### config.mk
export PLATFORM = sky130hd
export DESIGN_NAME = iter_alu
export DESIGN_NICKNAME = d
export VERILOG_FILES = /design/src/rtl/alu_pkg.sv /design/src/rtl/muldiv_iter.sv /design/src/rtl/iter_alu.sv
export SDC_FILE = /design/constraint.sdc
export NUM_CORES = 1
export LEC_CHECK = 0
export CORE_MARGIN = 10
export CORE_UTILIZATION = 32
export CTS_CLUSTER_DIAMETER = 120
export DETAILED_ROUTE_END_ITERATION = 7
export SLEW_MARGIN = 20
export SYNTH_ARGS = -nofsm -noshare
export SYNTH_HDL_FRONTEND = slang
export SYNTH_SLANG_ARGS = --single-unit
export TNS_END_PERCENT = 50
### constraint.sdc
create_clock -name clk_i -period 8.06 [get_ports clk_i]
set_clock_uncertainty 0.2 [all_clocks]
set_input_delay 1.612 -clock clk_i [delete_from_list [all_inputs] [get_ports clk_i]]
set_output_delay 1.612 -clock clk_i [all_outputs]
set_load 0.01 [all_outputs]
### src/rtl/alu_pkg.sv
// ============================================================================
//  Package     : alu_pkg
//  Description : Opcode and FSM state types shared by iter_alu and its
//                iterative multiply/divide core, plus small opcode
//                classification helpers.
//  Revision    : 1.0 - initial release
// ============================================================================
`default_nettype none

package alu_pkg;

  // Base opcodes keep the legacy 4-bit encoding, zero-extended to 5 bits.
  // M-extension opcodes occupy 16..23.
  typedef enum logic [4:0] {
    ALU_ADD    = 5'd0,
    ALU_SUB    = 5'd1,
    ALU_AND    = 5'd2,
    ALU_OR     = 5'd3,
    ALU_XOR    = 5'd4,
    ALU_SLL    = 5'd5,
    ALU_SRL    = 5'd6,
    ALU_SRA    = 5'd7,
    ALU_SLT    = 5'd8,
    ALU_SLTU   = 5'd9,
    ALU_MUL    = 5'd16,
    ALU_MULH   = 5'd17,
    ALU_MULHSU = 5'd18,
    ALU_MULHU  = 5'd19,
    ALU_DIV    = 5'd20,
    ALU_DIVU   = 5'd21,
    ALU_REM    = 5'd22,
    ALU_REMU   = 5'd23
  } alu_op_e;

  typedef enum logic [1:0] {
    IDLE = 2'd0,
    CALC = 2'd1,
    DONE = 2'd2
  } iter_state_e;

  function automatic logic is_muldiv(alu_op_e op);
    return (op >= ALU_MUL) && (op <= ALU_REMU);
  endfunction

  function automatic logic is_mul(alu_op_e op);
    return (op >= ALU_MUL) && (op <= ALU_MULHU);
  endfunction

  function automatic logic is_div(alu_op_e op);
    return (op >= ALU_DIV) && (op <= ALU_REMU);
  endfunction

  function automatic logic is_signed_div(alu_op_e op);
    return (op == ALU_DIV) || (op == ALU_REM);
  endfunction

endpackage

`default_nettype wire

### src/rtl/muldiv_iter.sv
// ============================================================================
//  Module      : muldiv_iter
//  Description : Radix-2 iterative core. Unsigned shift-add multiplier or
//                restoring divider, one bit per cycle for width_p cycles.
//                Operands are unsigned; sign handling lives in the caller.
//  Ports       : clk_i, rst_ni (async active-low), abort_i (sync cancel),
//                start_i/div_i/a_i/b_i (launch), done_o (last iteration
//                this cycle), hi_o/lo_o (product hi/lo, or remainder/quotient)
//  Revision    : 1.0 - initial release
// ============================================================================
`default_nettype none

module muldiv_iter #(
  parameter int width_p = 32
) (
  input  logic               clk_i,
  input  logic               rst_ni,
  input  logic               abort_i,
  input  logic               start_i,
  input  logic               div_i,
  input  logic [width_p-1:0] a_i,
  input  logic [width_p-1:0] b_i,
  output logic               done_o,
  output logic [width_p-1:0] hi_o,
  output logic [width_p-1:0] lo_o
);

  localparam int cnt_w_lp = $clog2(width_p);

  logic                busy_q, busy_d;
  logic                div_q, div_d;
  logic [cnt_w_lp-1:0] cnt_q, cnt_d;
  logic [width_p-1:0]  b_q, b_d;
  logic [width_p-1:0]  hi_q, hi_d;
  logic [width_p-1:0]  lo_q, lo_d;
  logic [width_p:0]    mul_sum;
  logic [width_p:0]    div_shift;
  logic [width_p:0]    div_diff;

  assign done_o = busy_q && (cnt_q == cnt_w_lp'(width_p - 1));
  assign hi_o   = hi_q;
  assign lo_o   = lo_q;

  always_comb begin
    busy_d = busy_q;
    div_d  = div_q;
    cnt_d  = cnt_q;
    b_d    = b_q;
    hi_d   = hi_q;
    lo_d   = lo_q;

    // Multiply: {hi,lo} starts as {0,multiplier}; add multiplicand to hi when
    // lo[0] is set, then shift the whole pair right with the carry.
    mul_sum   = {1'b0, hi_q} + {1'b0, (lo_q[0] ? b_q : '0)};
    // Divide: {hi,lo} starts as {0,dividend}; shift left, trial-subtract the
    // divisor from the partial remainder. Bit width_p of the difference is
    // the borrow because the partial remainder is always below 2*divisor.
    div_shift = {hi_q, lo_q[width_p-1]};
    div_diff  = div_shift - {1'b0, b_q};

    if (abort_i) begin
      busy_d = 1'b0;
      cnt_d  = '0;
    end else if (start_i) begin
      busy_d = 1'b1;
      div_d  = div_i;
      cnt_d  = '0;
      b_d    = b_i;
      hi_d   = '0;
      lo_d   = a_i;
    end else if (busy_q) begin
      cnt_d = cnt_q + 1'b1;
      if (div_q) begin
        if (!div_diff[width_p]) begin
          hi_d = div_diff[width_p-1:0];
          lo_d = {lo_q[width_p-2:0], 1'b1};
        end else begin
          hi_d = div_shift[width_p-1:0];
          lo_d = {lo_q[width_p-2:0], 1'b0};
        end
      end else begin
        hi_d = mul_sum[width_p:1];
        lo_d = {mul_sum[0], lo_q[width_p-1:1]};
      end
      if (done_o) begin
        busy_d = 1'b0;
      end
    end
  end

  always_ff @(posedge clk_i or negedge rst_ni) begin
    if (!rst_ni) begin
      busy_q <= 1'b0;
      div_q  <= 1'b0;
      cnt_q  <= '0;
      b_q    <= '0;
      hi_q   <= '0;
      lo_q   <= '0;
    end else begin
      busy_q <= busy_d;
      div_q  <= div_d;
      cnt_q  <= cnt_d;
      b_q    <= b_d;
      hi_q   <= hi_d;
      lo_q   <= lo_d;
    end
  end

endmodule

`default_nettype wire

### src/rtl/iter_alu.sv
// ============================================================================
//  Module      : iter_alu
//  Description : Handshaked ALU with RV32M-style multiply/divide/remainder.
//                Base ops and divide corner cases complete in one registered
//                cycle; MUL*/DIV*/REM* run on the iterative muldiv_iter core.
//  Ports       : clk_i, rst_ni (async active-low), flush_i (sync abort)
//                in_valid_i/in_ready_o, op_i, d1_i, d2_i      (request)
//                out_valid_o/out_ready_i, result_o, zero_o, sign_o (result)
//  Config      : ITER_ALU_FAST_MUL_EN - MUL* use one registered full-width
//                multiplier (latency 2); DIV/REM stay iterative.
//  Revision    : 1.0 - initial release
// ============================================================================
`default_nettype none

module iter_alu
  import alu_pkg::*;
#(
  parameter int width_p = 32
) (
  input  logic               clk_i,
  input  logic               rst_ni,
  input  logic               flush_i,
  input  logic               in_valid_i,
  output logic               in_ready_o,
  input  logic [4:0]         op_i,
  input  logic [width_p-1:0] d1_i,
  input  logic [width_p-1:0] d2_i,
  output logic               out_valid_o,
  input  logic               out_ready_i,
  output logic [width_p-1:0] result_o,
  output logic               zero_o,
  output logic               sign_o
);

  localparam int                 shamt_w_lp  = $clog2(width_p);
  localparam logic [width_p-1:0] min_neg_lp  = {1'b1, {(width_p-1){1'b0}}};

  iter_state_e          state_q, state_d;
  alu_op_e              op_in, op_q, op_d;
  logic                 neg_q, neg_d;
  logic                 out_valid_q, out_valid_d;
  logic [width_p-1:0]   result_q, result_d;

  logic [shamt_w_lp-1:0] shamt;
  logic                 sign_a, sign_b, take_abs_a, take_abs_b, neg_in, div_in;
  logic                 accept, div_zero, div_ovf, bypass;
  logic [width_p-1:0]   abs_a, abs_b, base_res, bypass_res, done_res;
  logic [width_p-1:0]   core_hi, core_lo;
  logic [2*width_p-1:0] full_prod, prod_fix;
  logic                 core_start, core_done;

`ifdef ITER_ALU_FAST_MUL_EN
  logic [2*width_p-1:0] prod_q, prod_d;
`endif

  assign op_in  = alu_op_e'(op_i);
  assign shamt  = d2_i[shamt_w_lp-1:0];
  assign sign_a = d1_i[width_p-1];
  assign sign_b = d2_i[width_p-1];
  assign div_in = is_div(op_in);

  // Signed M ops run on magnitudes; the result sign is restored in DONE.
  // MUL needs no fix-up: the low half is identical for signed/unsigned.
  assign take_abs_a = (op_in == ALU_MULH) || (op_in == ALU_MULHSU) || is_signed_div(op_in);
  assign take_abs_b = (op_in == ALU_MULH) || is_signed_div(op_in);
  assign abs_a      = (take_abs_a && sign_a) ? -d1_i : d1_i;
  assign abs_b      = (take_abs_b && sign_b) ? -d2_i : d2_i;
  // Remainder follows the dividend; quotient/product follow the sign product.
  assign neg_in     = ((op_in == ALU_MULH) || (op_in == ALU_DIV)) ? (sign_a ^ sign_b) :
                      ((op_in == ALU_MULHSU) || (op_in == ALU_REM)) ? sign_a : 1'b0;

  assign div_zero   = div_in && (d2_i == '0);
  assign div_ovf    = is_signed_div(op_in) && (d1_i == min_neg_lp) && (d2_i == '1);
  assign bypass     = div_zero || div_ovf;
  assign bypass_res = div_zero ? (((op_in == ALU_DIV) || (op_in == ALU_DIVU)) ? '1 : d1_i)
                               : ((op_in == ALU_DIV) ? d1_i : '0);

  assign in_ready_o = (state_q == IDLE) && (!out_valid_q || out_ready_i);
  assign accept     = in_valid_i && in_ready_o && !flush_i;

`ifdef ITER_ALU_FAST_MUL_EN
  assign full_prod = is_mul(op_q) ? prod_q : {core_hi, core_lo};
`else
  assign full_prod = {core_hi, core_lo};
`endif
  assign prod_fix = neg_q ? -full_prod : full_prod;

  always_comb begin
    base_res = '0;
    case (op_in)
      ALU_ADD:  base_res = d1_i + d2_i;
      ALU_SUB:  base_res = d1_i - d2_i;
      ALU_AND:  base_res = d1_i & d2_i;
      ALU_OR:   base_res = d1_i | d2_i;
      ALU_XOR:  base_res = d1_i ^ d2_i;
      ALU_SLL:  base_res = d1_i << shamt;
      ALU_SRL:  base_res = d1_i >> shamt;
      ALU_SRA:  base_res = $signed(d1_i) >>> shamt;
      ALU_SLT:  base_res = {{(width_p-1){1'b0}}, ($signed(d1_i) < $signed(d2_i))};
      ALU_SLTU: base_res = {{(width_p-1){1'b0}}, (d1_i < d2_i)};
      default:  base_res = '0;
    endcase
  end

  always_comb begin
    done_res = '0;
    case (op_q)
      ALU_MUL:                          done_res = full_prod[width_p-1:0];
      ALU_MULH, ALU_MULHSU, ALU_MULHU:  done_res = prod_fix[2*width_p-1:width_p];
      ALU_DIV, ALU_DIVU:                done_res = neg_q ? -full_prod[width_p-1:0]
                                                         :  full_prod[width_p-1:0];
      ALU_REM, ALU_REMU:                done_res = neg_q ? -full_prod[2*width_p-1:width_p]
                                                         :  full_prod[2*width_p-1:width_p];
      default:                          done_res = '0;
    endcase
  end

  always_comb begin
    state_d     = state_q;
    op_d        = op_q;
    neg_d       = neg_q;
    result_d    = result_q;
    out_valid_d = out_valid_q && !out_ready_i;
    core_start  = 1'b0;
`ifdef ITER_ALU_FAST_MUL_EN
    prod_d      = prod_q;
`endif

    if (flush_i) begin
      state_d     = IDLE;
      out_valid_d = 1'b0;
    end else begin
      case (state_q)
        IDLE: begin
          if (accept) begin
            op_d  = op_in;
            neg_d = neg_in;
            if (is_muldiv(op_in) && !bypass) begin
`ifdef ITER_ALU_FAST_MUL_EN
              if (is_mul(op_in)) begin
                prod_d  = {{width_p{1'b0}}, abs_a} * {{width_p{1'b0}}, abs_b};
                state_d = DONE;
              end else begin
                core_start = 1'b1;
                state_d    = CALC;
              end
`else
              core_start = 1'b1;
              state_d    = CALC;
`endif
            end else begin
              result_d    = bypass ? bypass_res : base_res;
              out_valid_d = 1'b1;
            end
          end
        end
        CALC: begin
          if (core_done) begin
            state_d = DONE;
          end
        end
        DONE: begin
          result_d    = done_res;
          out_valid_d = 1'b1;
          state_d     = IDLE;
        end
        default: state_d = IDLE;
      endcase
    end
  end

  always_ff @(posedge clk_i or negedge rst_ni) begin
    if (!rst_ni) begin
      state_q     <= IDLE;
      op_q        <= ALU_ADD;
      neg_q       <= 1'b0;
      out_valid_q <= 1'b0;
      result_q    <= '0;
    end else begin
      state_q     <= state_d;
      op_q        <= op_d;
      neg_q       <= neg_d;
      out_valid_q <= out_valid_d;
      result_q    <= result_d;
    end
  end

`ifdef ITER_ALU_FAST_MUL_EN
  always_ff @(posedge clk_i or negedge rst_ni) begin
    if (!rst_ni) begin
      prod_q <= '0;
    end else begin
      prod_q <= prod_d;
    end
  end
`endif

  muldiv_iter #(.width_p(width_p)) u_core (
    .clk_i   (clk_i),
    .rst_ni  (rst_ni),
    .abort_i (flush_i),
    .start_i (core_start),
    .div_i   (div_in),
    .a_i     (abs_a),
    .b_i     (abs_b),
    .done_o  (core_done),
    .hi_o    (core_hi),
    .lo_o    (core_lo)
  );

  assign out_valid_o = out_valid_q;
  assign result_o    = result_q;
  assign zero_o      = (result_q == '0);
  assign sign_o      = result_q[width_p-1];

endmodule

`default_nettype wire
==> flow_summary.yaml, run 1 <==
clock_tree:
  post_cts_buffers: 0
  clock_latency_ns: 0.46
  cts_max_level: 4
  cts_tree: "built"
  holdBufCountCts: 0
  clk_path_buf_depth: 2
  cts_buffers: 17
  clock-root-buffer: "clkbuf_16"
  cts_resized: 0
  cts.clk_slew.worst_paths_ns: 0.07
  cts_sinks: 144
timing:
  finalSetupTns_ns: 0
  setup_ws_ns: 1.68
  fmax_mhz: 157
  hold_violations: 0
  worstMarginPinSlew_ns: 1.20
  post-route-period-util: 0.792
  slew_viol_final: 0
  setup_viol: 0
  rsz0062_at_grt: "false"
  min_period_ns: 6.38
  maxSlewHeadroom: 0.194
route:
  viasPerCell: 6.44
  wirelength_um: 113000
  avgRoutedWirePerCell_um: 27.9
  vias: 26200
  drc: 0
  drtIter0Drc: 3640
  firstDrtPassIters: 7
  antenna_left: 0
floorplanning:
  placementRows: 97
  die-height_um: 287
  initial_core_util: 0.324
  die_w_um: 287
  io_pins: 110
  dieArea_mm2: 0.0823
  core-area_mm2: 0.0704
setup_path:
  crit_fanout: 14
  crit_path_end_kind: "flip-flop"
  max_stage_delay_ns: 0.84
  crit_chain: "clkdlybuf4s50_1, nor4_1, nor4bb_1, nand4_1, o22ai_2, o311a_1, buf_4, nand2_1, nor3_1, o21ai_0, a21oi_1, nor2_1"
  rr_startpoint: "u_core.lo_o[31]"
  crit_family: "simple AND/OR/NAND/NOR gates"
  r2r_cells: 16
  start_kind: "input pin"
  r2r_slack_ns: 2.81
  reg2reg_to: "u_core.hi_o[30]"
  worst_ep_arrival_time_ns: 6.51
  crit_slowest_cell: "nor4bb_1"
  crit_type: "input pin to flip-flop"
  required_ns: 8.19
  crit_buf_inv: 2
worst_hold_path:
  hold_class: "flip-flop to flip-flop"
  hp-start: "u_core.b_q[25]"
  whs_endpoint: "u_core.b_q[25]"
  whs_path_depth: 2
placed_design:
  hpwlAfterDp_um: 86500
  pre_cts_ws_ns: 1.45
  io_buffers: 109
  place.gp.congestion: 1.06
grt:
  grt_pass1_vias: 24000
  grt_start_max_net_pins: 86
  antenna_found_initial: 2
  grt_pass1_wl_um: 163000
  grt_usage: 0.261
  overflow: 0
pwr:
  power.leakage_nw: 10.5
  cellPowerDensity_mw_per_mm2: 209
  ir_drop_v: 0.000180
logic_synthesis:
  syn_inst: 3149
  ys_seq_area_frac: 0.158
  synthFlopType: "dfrtp_1"
  synth_top_area_frac: 0.158
  synthTopCellsByArea: "dfrtp_1, ha_1, a21oi_1"
  async_flop_share: 1.00
  synth.cell_area_mm2: 0.0228
  ys_warn_count: 0
  avgSynthCellArea_um2: 7.24
  ys_ff_latch: 144
  yosysUniqueCellTypes: 86
  synth_edf_count: 0
  synth_largest_area_cell: "dfrtp_1"
  syn_nets: 3398
layout:
  final_cell_mix: "nor2_1, a21oi_1, o21ai_0"
  final_common_cell: "nor2_1"
  drive_above_1_share: 0.0772
  syn2layout_area_growth_pct: 11.4
  fin_nets: 3356
job:
  maxCapViolations: 0
outcome:
  status: "finished clean"
==> flip-flops by register name, summed over array words and instances (netlist names) <==
name / cells
u_core.cnt_q: 5
u_core.div_q: 1
u_core.lo_o: 32
u_core.hi_o: 32
op_q: 5
result_o: 32
u_core.b_q: 32
state_q: 2
neg_q: 1
out_valid_o: 1
u_core.busy_q: 1
==> worst max-delay path by stage <==
stage | startpoint | end | slack [ns] | cells past startpoint
2_1_floorplan | d2_i[2] | result_o[30] | 2.80 | 15
5_1_grt | d1_i[7] | u_core.hi_o[22] | 1.50 | 11
6_report | d1_i[7] | result_o[17] | 1.68 | 12
4_1_cts | d1_i[7] | u_core.hi_o[22] | 1.90 | 11
3_5_place_dp | d1_i[7] | u_core.hi_o[22] | 1.45 | 11
3_3_place_gp | d1_i[7] | result_o[17] | 1.66 | 12
==> metrics by stage <==
step	util	hold slack, ns	total power (W)	area [µm²]	std cells
finish	0.361	0.291	0.00531	25400	4062
global route	0.361	0.321	0.00563	25400	4060
CTS	0.361	0.304	0.00522	25400	4060
detailed placement	0.352	0.289	0.00431	24800	4028
global placement	0.352	0.264	0.00431	24700	4028
floorplan	-	0.250	0.00331	22800	3149
==> kinds of logic after synthesis <==
logic type,count (synthesis),share of synthesized area
buf+inv,401,0.0672
flops,144,0.158
fa+ha+maj,175,0.0973
xor+xnor,144,0.0553
mux,165,0.105
compound gates,1127,0.316
simple gates,993,0.201
==> final cells by class <==
type                            count  area [µm²]
Fill cell                        7557       45000
Multi-Input combinational cell   2604       17700
Sequential cell                   144        3610
Timing Repair Buffer              184        1650
Tap cell                          940        1180
Inverter                          156         586
Clock buffer                       19         443
Clock inverter                     13         196
Antenna cell                        2        5.00
==> worst register-to-register path, cell delays in order (launching register included) <==
cell and delay, ns:
dfrtp_1 0.49, inv_1 0.13, ha_1 0.19, inv_1 0.06, fa_1 0.41, a21o_1 0.22, a221oi_1 0.38, a21oi_1 0.12
buf_4 0.19, nor4_1 0.63, nor4_1 0.20, or2_2 0.32, o311a_2 0.32, buf_4 0.30, nor2_1 0.60, nand2_1 0.10
a32o_1 0.27
==> routing by layer <==
| layer | GRT usage | vias up | wire, µm |
|---|---|---|---|
| met2 | 0.398 | 1707 | 48700 |
| met1 | 0.344 | 12600 | 45900 |
| li1 | - | 11600 | - |
| met3 | 0.0582 | 320 | 12100 |
| met5 | 0 | - | 0 |
| met4 | 0.127 | 0 | 6420 |
==> report_power, final <==
part           leakage (nW)  internal [W]  switching (W)
Sequential             1.84      0.000896       0.000369
Clock                 0.311      0.000533       0.000360
Combinational          8.34       0.00119        0.00196
Total                  10.5       0.00262        0.00269
==> cells in the mapped netlist (34+ instances only) <==
cell and instances:
nor2_1 354, a21oi_1 328, o21ai_0 278, nand2_1 260
clkbuf_1 218, ha_1 171, inv_1 152, dfrtp_1 144
xnor2_1 105, mux2i_1 94, nor3_1 82, nand3_1 65
mux4_2 58, a21o_1 56, o31ai_1 46, a211oi_1 41
o211ai_1 40, xor2_1 39, a31oi_1 38, nor4_1 37
nand4_1 34
No activity file was read; power rests on OpenSTA's default activity.
==> run 2: changes to the inputs <==
==> constraint.sdc (replaced) <==
create_clock -name clk_i -period 5.75 [get_ports clk_i]
set_clock_uncertainty 0.2 [all_clocks]
set_input_delay 1.15 -clock clk_i [delete_from_list [all_inputs] [get_ports clk_i]]
set_output_delay 1.15 -clock clk_i [all_outputs]
set_load 0.01 [all_outputs]
==> run 2 against run 1 <==
Effect of this change:
- wire length fell by 0.18%
- die area is the same
- clock power is 32% higher
- largest power group unchanged
==> flow_summary.yaml, run 2 (synthesis gave the netlist of run 1 again) <==
pwr:
  power.switching_w: 0.00379
  ir_drop_v: 0.000245
  power.leakage_nw: 11.0
  p_seq_frac: 0.240
  cellPowerDensity_mw_per_mm2: 284
  clockPowerShare: 0.159
  p_sw_frac: 0.510
  power.internal_w: 0.00364
  fin_total_pwr_w: 0.00743
  combPwrFrac: 0.602
timing:
  post-route-period-util: 0.888
  worstMarginPinSlew_ns: 1.08
  fin_hold_ws_ns: 0.302
  slew_viol_final: 0
  fmax_mhz: 196
  setup_viol: 0
  finalSetupTns_ns: 0
  min_period_ns: 5.11
  maxSlewHeadroom: 0.272
  rsz0062_at_grt: "false"
  hold_violations: 0
clock_tree:
  cts.clk_slew.worst_paths_ns: 0.07
  clock-root-buffer: "clkbuf_16"
  clock_latency_ns: 0.46
  cts_tree: "built"
  clk_path_buf_depth: 2
  post_cts_buffers: 0
  holdBufCountCts: 0
  cts_resized: 0
  cts_buffers: 17
  cts_max_level: 4
  cts_sinks: 144
setup_path:
  crit_family: "compound AO/OA/AOI/OAI gates"
  required_ns: 5.88
  crit_chain: "clkdlybuf4s50_1, buf_4, inv_1, ha_1, inv_1, fa_1, nor2b_1, o211ai_1, a21oi_1, a31o_2, o211ai_1, buf_4, a21oi_1, o21ai_0, o21ai_0, nor3_1, o21ai_0"
  cp_common_cell: "o21ai_0"
  crit_path_end_kind: "flip-flop"
  start_kind: "input pin"
  crit_buf_inv: 5
  crit_type: "input pin to flip-flop"
  worst_ep_arrival_time_ns: 5.23
  max_stage_delay_ns: 0.47
  crit_fanout: 9
  crit_slowest_cell: "clkdlybuf4s50_1"
placed_design:
  place.gp.congestion: 1.08
  hpwlAfterDp_um: 87400
  dpl_cell_area_mm2: 0.0255
  io_buffers: 109
grt:
  grt_pass1_vias: 24500
  antenna_found_initial: 9
  grt_usage: 0.261
  grt_pass1_wl_um: 165000
  overflow: 0
  grt_start_max_net_pins: 93
route:
  antenna_left: 0
  avgRoutedWirePerCell_um: 27.2
  vias: 26500
  firstDrtPassIters: 8
  viasPerCell: 6.37
  wirelength_um: 113000
  drtIter0Drc: 3684
  drc: 0
floorplanning:
  die_w_um: 287
  io_pins: 110
  dieArea_mm2: 0.0823
  placementRows: 97
  initial_core_util: 0.324
  core-area_mm2: 0.0704
  die-height_um: 287
worst_hold_path:
  hold_class: "flip-flop to flip-flop"
job:
  maxCapViolations: 0
layout:
  drive_above_1_share: 0.104
  fin_nets: 3452
  fillers: 7534
  antennaDiodeCount: 0
  final_common_cell: "nor2_1"
  final_cell_mix: "nor2_1, a21oi_1, o21ai_0"
  syn2layout_area_growth_pct: 14.7
  final_cell_area_mm2: 0.0261
outcome:
  status: "finished clean"
-- run 2: per-stage QoR --
step / utilization / instances / setup WS (ns)
after floorplan: - / 3149 / 0.947
after CTS: 0.371 / 4156 / 0.928
final: 0.371 / 4156 / 0.644
after detailed placement: 0.363 / 4124 / 0.459
after global routing: 0.371 / 4156 / 0.624
after global placement: 0.363 / 4124 / 0.495
-- run 2: area by class of cell --
| cell class | instances | area (µm²) | area share |
|---|---|---|---|
| Multi-Input combinational cell | 2604 | 17700 | 0.678 |
| Clock buffer | 18 | 429 | 0.0164 |
| Timing Repair Buffer | 280 | 2460 | 0.0939 |
| Sequential cell | 144 | 3610 | 0.138 |
| Tap cell | 940 | 1180 | 0.0450 |
| Clock inverter | 14 | 169 | 0.00646 |
| Inverter | 156 | 586 | 0.0224 |
-- run 2: power by group through the flow --
stage          Clock [W]  Sequential (W)  Combinational (W)
2_1_floorplan          0         0.00152            0.00312
3_3_place_gp           0         0.00177            0.00432
3_5_place_dp           0         0.00178            0.00431
4_1_cts          0.00119         0.00176            0.00435
5_1_grt          0.00122         0.00182            0.00485
6_report         0.00118         0.00178            0.00447
-- run 2: final timing paths --
path                           startpoint         endpoint  slack, ns  cells after the start
max                               d1_i[0]     result_o[20]       0.64                     17
min                        u_core.b_q[25]   u_core.b_q[25]       0.30                      2
max reg2reg                u_core.lo_o[0]  u_core.hi_o[29]       0.92                     13
min reg2reg                u_core.b_q[25]   u_core.b_q[25]       0.30                      2
max in group asynchronous          rst_ni   u_core.b_q[26]       3.80                      2
min in group asynchronous          rst_ni      result_o[4]       0.50                      1
-- run 2: worst min-delay path, delay by kind of cell, from the launching register on --
kind             cells  cell delay, ns
AO/OA/AOI/OAI        1            0.06
AND/OR/NAND/NOR      1            0.05
flip-flops           1            0.36
-- run 2: layer usage --
metal / track usage / vias to the layer above / wire length, µm
li1: - / 11800 / -
met1: 0.333 / 12700 / 44900
met2: 0.399 / 1682 / 48700
met3: 0.0748 / 321 / 13200
met4: 0.129 / 12 / 6100
met5: 0 / - / 79
